**src/rtl/answer_judge.sv**
```systemverilog
// rtl/answer_judge.sv - prime-code answer judge: fetch question, collect three keys, judge, score
module answer_judge #(
    parameter int NUM_Q       = 10,
    parameter int RESULT_HOLD = 1000
) (
    input  logic        CLK,
    input  logic        RST_N,
    input  logic        START,
    input  logic        KEY_VALID,
    input  logic [3:0]  KEY_CODE,
    input  logic        KEY_CLR,
    input  logic [23:0] QUESTION,
    output logic [3:0]  NUM_OUT,
    output logic [11:0] DISP_Q,
    output logic [11:0] ENTERED,
    output logic [1:0]  ENTRY_CNT,
    output logic        CORRECT,
    output logic        WRONG,
    output logic [3:0]  SCORE,
    output logic        GAME_END
);

    localparam int HW = (RESULT_HOLD > 1) ? $clog2(RESULT_HOLD) : 1;

    typedef enum logic [2:0] {
        S_IDLE, S_FETCH, S_INPUT, S_JUDGE, S_RESULT, S_DONE
    } state_t;

    state_t          r_state;
    logic            r_fetch_cnt;
    logic [HW-1:0]   r_hold_cnt;
    logic [11:0]     r_answer;
    logic [3:0]      r_num;
    logic [11:0]     r_disp;
    logic [11:0]     r_entered;
    logic [1:0]      r_cnt;
    logic            r_correct;
    logic            r_wrong;
    logic [3:0]      r_score;
    logic            r_game_end;

    logic [3:0]      w_a0, w_a1, w_a2, w_e0, w_e1, w_e2;
    logic            w_match;
    logic            w_key_ok;

    assign w_a0 = r_answer[11:8];
    assign w_a1 = r_answer[7:4];
    assign w_a2 = r_answer[3:0];
    assign w_e0 = r_entered[11:8];
    assign w_e1 = r_entered[7:4];
    assign w_e2 = r_entered[3:0];

    // Multiset equality: any of the six orderings of the answer matches the entry
    assign w_match = ((w_e0 == w_a0) && (w_e1 == w_a1) && (w_e2 == w_a2)) ||
                     ((w_e0 == w_a0) && (w_e1 == w_a2) && (w_e2 == w_a1)) ||
                     ((w_e0 == w_a1) && (w_e1 == w_a0) && (w_e2 == w_a2)) ||
                     ((w_e0 == w_a1) && (w_e1 == w_a2) && (w_e2 == w_a0)) ||
                     ((w_e0 == w_a2) && (w_e1 == w_a0) && (w_e2 == w_a1)) ||
                     ((w_e0 == w_a2) && (w_e1 == w_a1) && (w_e2 == w_a0));

    assign w_key_ok = KEY_VALID && (KEY_CODE != 4'd0) && (KEY_CODE <= 4'd9);

    always_ff @(posedge CLK) begin
        if (!RST_N) begin
            r_state     <= S_IDLE;
            r_fetch_cnt <= 1'b0;
            r_hold_cnt  <= '0;
            r_answer    <= '0;
            r_num       <= '0;
            r_disp      <= '0;
            r_entered   <= '0;
            r_cnt       <= '0;
            r_correct   <= 1'b0;
            r_wrong     <= 1'b0;
            r_score     <= '0;
            r_game_end  <= 1'b0;
        end else begin
            case (r_state)
                S_IDLE, S_DONE: begin
                    if (START) begin
                        r_num       <= 4'd1;
                        r_score     <= '0;
                        r_entered   <= '0;
                        r_cnt       <= '0;
                        r_fetch_cnt <= 1'b0;
                        r_game_end  <= 1'b0;
                        r_state     <= S_FETCH;
                    end
                end
                S_FETCH: begin
                    // Table output lags the index by one cycle, so latch on the second cycle
                    if (r_fetch_cnt) begin
                        r_answer    <= QUESTION[11:0];
                        r_disp      <= QUESTION[23:12];
                        r_fetch_cnt <= 1'b0;
                        r_state     <= S_INPUT;
                    end else begin
                        r_fetch_cnt <= 1'b1;
                    end
                end
                S_INPUT: begin
                    if (r_cnt == 2'd3) begin
                        r_state <= S_JUDGE;
                    end else if (KEY_CLR) begin
                        r_entered <= '0;
                        r_cnt     <= '0;
                    end else if (w_key_ok) begin
                        case (r_cnt)
                            2'd0:    r_entered[11:8] <= KEY_CODE;
                            2'd1:    r_entered[7:4]  <= KEY_CODE;
                            default: r_entered[3:0]  <= KEY_CODE;
                        endcase
                        r_cnt <= r_cnt + 2'd1;
                    end
                end
                S_JUDGE: begin
                    r_correct  <= w_match;
                    r_wrong    <= !w_match;
                    if (w_match && (r_score != 4'd15))
                        r_score <= r_score + 4'd1;
                    r_hold_cnt <= '0;
                    r_state    <= S_RESULT;
                end
                S_RESULT: begin
                    if (r_hold_cnt == HW'(RESULT_HOLD - 1)) begin
                        r_correct <= 1'b0;
                        r_wrong   <= 1'b0;
                        r_entered <= '0;
                        r_cnt     <= '0;
                        if (r_num == 4'(NUM_Q)) begin
                            r_game_end <= 1'b1;
                            r_state    <= S_DONE;
                        end else begin
                            r_num       <= r_num + 4'd1;
                            r_fetch_cnt <= 1'b0;
                            r_state     <= S_FETCH;
                        end
                    end else begin
                        r_hold_cnt <= r_hold_cnt + 1'b1;
                    end
                end
                default: r_state <= S_IDLE;
            endcase
        end
    end

    assign NUM_OUT   = r_num;
    assign DISP_Q    = r_disp;
    assign ENTERED   = r_entered;
    assign ENTRY_CNT = r_cnt;
    assign CORRECT   = r_correct;
    assign WRONG     = r_wrong;
    assign SCORE     = r_score;
    assign GAME_END  = r_game_end;

endmodule

```
**config.mk**
```make
export PLATFORM = sky130hd
export DESIGN_NAME = answer_judge
export DESIGN_NICKNAME = d
export VERILOG_FILES = /design/src/rtl/answer_judge.sv
export SDC_FILE = /design/constraint.sdc
export NUM_CORES = 1
export LEC_CHECK = 0
export CAP_MARGIN = 20
export CORE_MARGIN = 2
export CORE_UTILIZATION = 45
export CTS_CLUSTER_SIZE = 30
export DETAILED_ROUTE_END_ITERATION = 10
export PLACE_DENSITY_LB_ADDON = 0.05
export REMOVE_ABC_BUFFERS = 1
export SLEW_MARGIN = 20
export SYNTH_ARGS = -nofsm -noshare
export SYNTH_HDL_FRONTEND = slang
export SYNTH_SLANG_ARGS = --single-unit
```
**constraint.sdc**
```tcl
create_clock -name CLK -period 1.9 [get_ports CLK]
set_input_delay 0.285 -clock CLK [delete_from_list [all_inputs] [get_ports CLK]]
set_output_delay 0.285 -clock CLK [all_outputs]
set_load 0.05 [all_outputs]
```
==> results.py <==
metrics = {
    "outcome": {
        "outcome": "completed",
    },
    "detailed_routing": {
        "drt_wl_total_um": 8610,
        "ant_nets": 0,
        "wl_met3_um": 548,
        "drt-pass1-iter-count": 4,
        "wl_per_cell_um": 14.4,
        "wl_met2_um": 3970,
        "vias": 3120,
        "drt-met1-wl_um": 3940,
        "drtIter0Drc": 128,
        "drc": 0,
        "via_per_inst": 5.23,
        "top_layer_used": "met4",
    },
    "power_and_ir_drop": {
        "intPower_mw": 2.38,
        "net-switching-power_mw": 1.07,
        "clock_power_share_pct": 34.7,
        "leakage_nw": 1.86,
        "ir_worst_vdd_mv": 0.524,
        "swShare_pct": 30.9,
        "power_density_mw_per_mm2": 761,
        "seqPwrFrac_pct": 41.7,
        "comb_power_share_pct": 23.6,
    },
    "placed_design": {
        "gp_congestion": 0.860,
        "dp_hpwl_um": 6160,
        "numPortBuffers": 69,
    },
    "sta": {
        "final-hold-violation-count": 0,
        "finalCriticalPeriod_ns": 1.85,
        "finalMaxSlewViolations": 0,
        "finClkSkew_ns": 0.00868,
        "setup_viol": 0,
        "tightest_slew_ns": 0.515,
        "tns_ns": 0,
        "relSlewSlack_pct": 65.6,
        "max_freq_mhz": 542,
        "min_period_over_period_pct": 97.1,
    },
    "synth": {
        "synthArstFlopShare_pct": 0,
        "ys_warn_count": 0,
        "synth_cell_type_count": 45,
        "ys_seq_area_share_pct": 39.2,
        "yosys.area.top_type": "dfxtp_1",
        "ys_ff_latch": 63,
        "synth_ff_type": "dfxtp_1",
        "yosysMostFrequentCell": "nand2_1",
        "syn_avg_cell_area_um2": 8.25,
        "synthTopCellsByArea": "dfxtp_1 39%, nand2_1 8.1%, xnor2_1 7.1%",
        "ys_top_cells_by_count": "69 x nand2_1, 63 x dfxtp_1, 41 x a21oi_1, 29 x nor2_1, 26 x xnor2_1",
        "syn_area_mm2": 0.00322,
        "synth-edff-count": 0,
        "synth_cells": 390,
        "netlist.area_leader.share_pct": 39.2,
    },
    "floorplan": {
        "start_util_pct": 46.8,
        "dieArea_mm2": 0.00784,
        "die_y_um": 88.5,
        "core_area_mm2": 0.00687,
        "io_pins": 70,
        "rows": 30,
        "die_w_um": 88.5,
    },
    "critical_path": {
        "worstSetupStartpointType": "flip-flop",
        "ff2ff_path_depth": 5,
        "cp_max_fo": 4,
        "required_ns": 1.62,
        "crit_arrival_ns": 1.56,
        "crit_start": "SCORE[1]$_SDFFE_PN0P_",
        "worst-setup-path-type": "flip-flop to primary output",
        "critPathTopFamily": "buffers and inverters",
        "r2r_end": "r_hold_cnt[9]$_SDFFE_PN0P_",
        "r2r_slack_ns": 0.11,
        "crit_end": "SCORE[1]",
        "cp.depth": 1,
        "cp-end-kind": "primary output",
        "r2r-start": "r_state[2]$_SDFFE_PN0P_",
        "slowest_delay_ns": 0.82,
        "cp_num_buf_inv": 1,
        "cp_cell_sequence": "clkdlybuf4s50_1",
        "crit_slowest_cell": "clkdlybuf4s50_1",
    },
    "clock_tree": {
        "cts-root-buf": "clkbuf_8",
        "cts_inserted_buffers": 9,
        "cts_tree": "yes",
        "htree_levels": 3,
        "cts_buffer_depth": 2,
        "clkSinkCount": 63,
        "clkTransAtPathRegs_ns": 0.07,
        "insertion_delay_ns": 0.35,
    },
    "global_route": {
        "grt_remaining_overflow": 0,
        "grt_usage_pct": 23.1,
        "grt_pass1_vias": 2979,
        "grt_antenna_before_repair": 0,
        "grt_pass1_wl_um": 13900,
        "grt_max_degree": 30,
    },
    "cells_and_area": {
        "n_antenna_cell": 0,
        "syn_to_final_growth_pct": 40.8,
        "nFillCells": 613,
        "finalCoreUtilization_pct": 65.9,
        "seq_area_mm2": 0.00126,
        "drive_gt1_share_pct": 17.8,
        "layout.nets": 535,
        "multi_input_area_mm2": 0.00193,
    },
    "job": {
        "drv_cap": 0,
    },
    "min_path": {
        "hold_class": "input pin to flip-flop",
    },
}
==> stage by stage <==
step	power, mW	instance area [um^2]	std cells	hold slack, ns	setup slack (ns)
after global routing	3.61	4530	596	0.426	-0.00521
after floorplan	1.92	3150	374	0.411	-0.0530
after global placement	2.24	4220	578	0.441	-0.298
after detailed placement	2.25	4220	578	0.447	-0.369
final	3.45	4530	596	0.387	0.0549
after CTS	3.45	4430	594	0.456	0.00411
==> power by group through the flow <==
stage	logic, mW	registers [mW]	clock network (mW)
2_1_floorplan	0.365	1.55	0
3_3_place_gp	0.782	1.46	0
3_5_place_dp	0.785	1.46	0
4_1_cts	0.797	1.43	1.22
5_1_grt	0.886	1.44	1.28
6_report	0.815	1.44	1.20
==> registers in the layout, indices dropped and copies added, names as in the netlist, 2 cells and up <==
signal / cells
NUM_OUT: 4
r_answer: 12
r_state: 3
r_hold_cnt: 10
SCORE: 4
ENTRY_CNT: 2
ENTERED: 12
DISP_Q: 12
==> area by class of cell <==
class | count | share of cell area (%)
multi-input cells | 304 | 42.6
inverters | 7 | 0.580
clock inverters | 5 | 1.27
repair buffers | 110 | 21.9
clock buffers | 11 | 3.12
well taps | 96 | 2.65
flip-flops and latches | 63 | 27.9
==> repair_timing <==
item,4_1_cts,5_1_grt
gates resized for setup,2,24
setup buffers,0,2
cloned,0,0
pin swaps,0,5
setup endpoints to repair,3,24
hold buffers,0,0
==> placed cells by master, fill, tap and decap left out, types with 2 or more instances in the layout <==
master,instances
a21oi_1,41
a22oi_1,12
a31oi_1,4
a31oi_2,3
a32o_1,3
and2_1,2
and3_1,3
and3_4,3
buf_4,53
buf_6,2
clkbuf_8,10
clkdlybuf4s50_1,46
clkinvlp_4,3
dfxtp_1,62
dlymetal6s2s_1,9
ha_1,7
inv_1,7
mux2i_1,7
nand2_1,69
nand2b_1,2
nand3_1,11
nand4_1,11
nor2_1,29
nor3_1,7
nor3b_1,2
nor4_1,3
o211ai_1,3
o21ai_0,13
o21ai_4,2
o22ai_1,3
or3_1,7
xnor2_1,26
xor2_1,16
==> kinds of logic (layout without fill, tap and decap cells) <==
| logic type | Yosys count | in the layout | share of synthesized area (%) |
|---|---|---|---|
| buffers and inverters | 23 | 133 | 2.88 |
| flip-flops | 63 | 63 | 39.2 |
| XOR/XNOR | 42 | 42 | 11.4 |
| adder cells (fa/ha/maj) | 7 | 7 | 2.72 |
| multiplexers | 7 | 7 | 2.18 |
| AO/OA/AOI/OAI | 88 | 88 | 17.0 |
| AND/OR/NAND/NOR | 160 | 160 | 24.6 |
==> worst min path at each step <==
stage | start | endpoint | slack [ns] | cells after the start
after floorplan | RST_N | WRONG$_SDFFE_PN0P_ | 0.41 | 1
after global placement | DISP_Q[0]$_SDFFE_PN0P_ | DISP_Q[0]$_SDFFE_PN0P_ | 0.44 | 2
after detailed placement | DISP_Q[11]$_SDFFE_PN0P_ | DISP_Q[11]$_SDFFE_PN0P_ | 0.45 | 2
after CTS | DISP_Q[11]$_SDFFE_PN0P_ | DISP_Q[11]$_SDFFE_PN0P_ | 0.46 | 2
after global routing | KEY_CODE[1] | ENTERED[1]$_SDFFE_PN0P_ | 0.43 | 4
final | KEY_CODE[2] | ENTERED[6]$_SDFFE_PN0P_ | 0.39 | 4
==> metal layers <==
| layer | track usage, % | up-vias |
|---|---|---|
| met3 | 6.81 | 13 |
| met4 | 8.95 | 0 |
| met1 | 30.0 | 1438 |
| li1 | - | 1577 |
| met5 | 0 | - |
| met2 | 36.2 | 92 |
(Power assumes the default switching activity.)
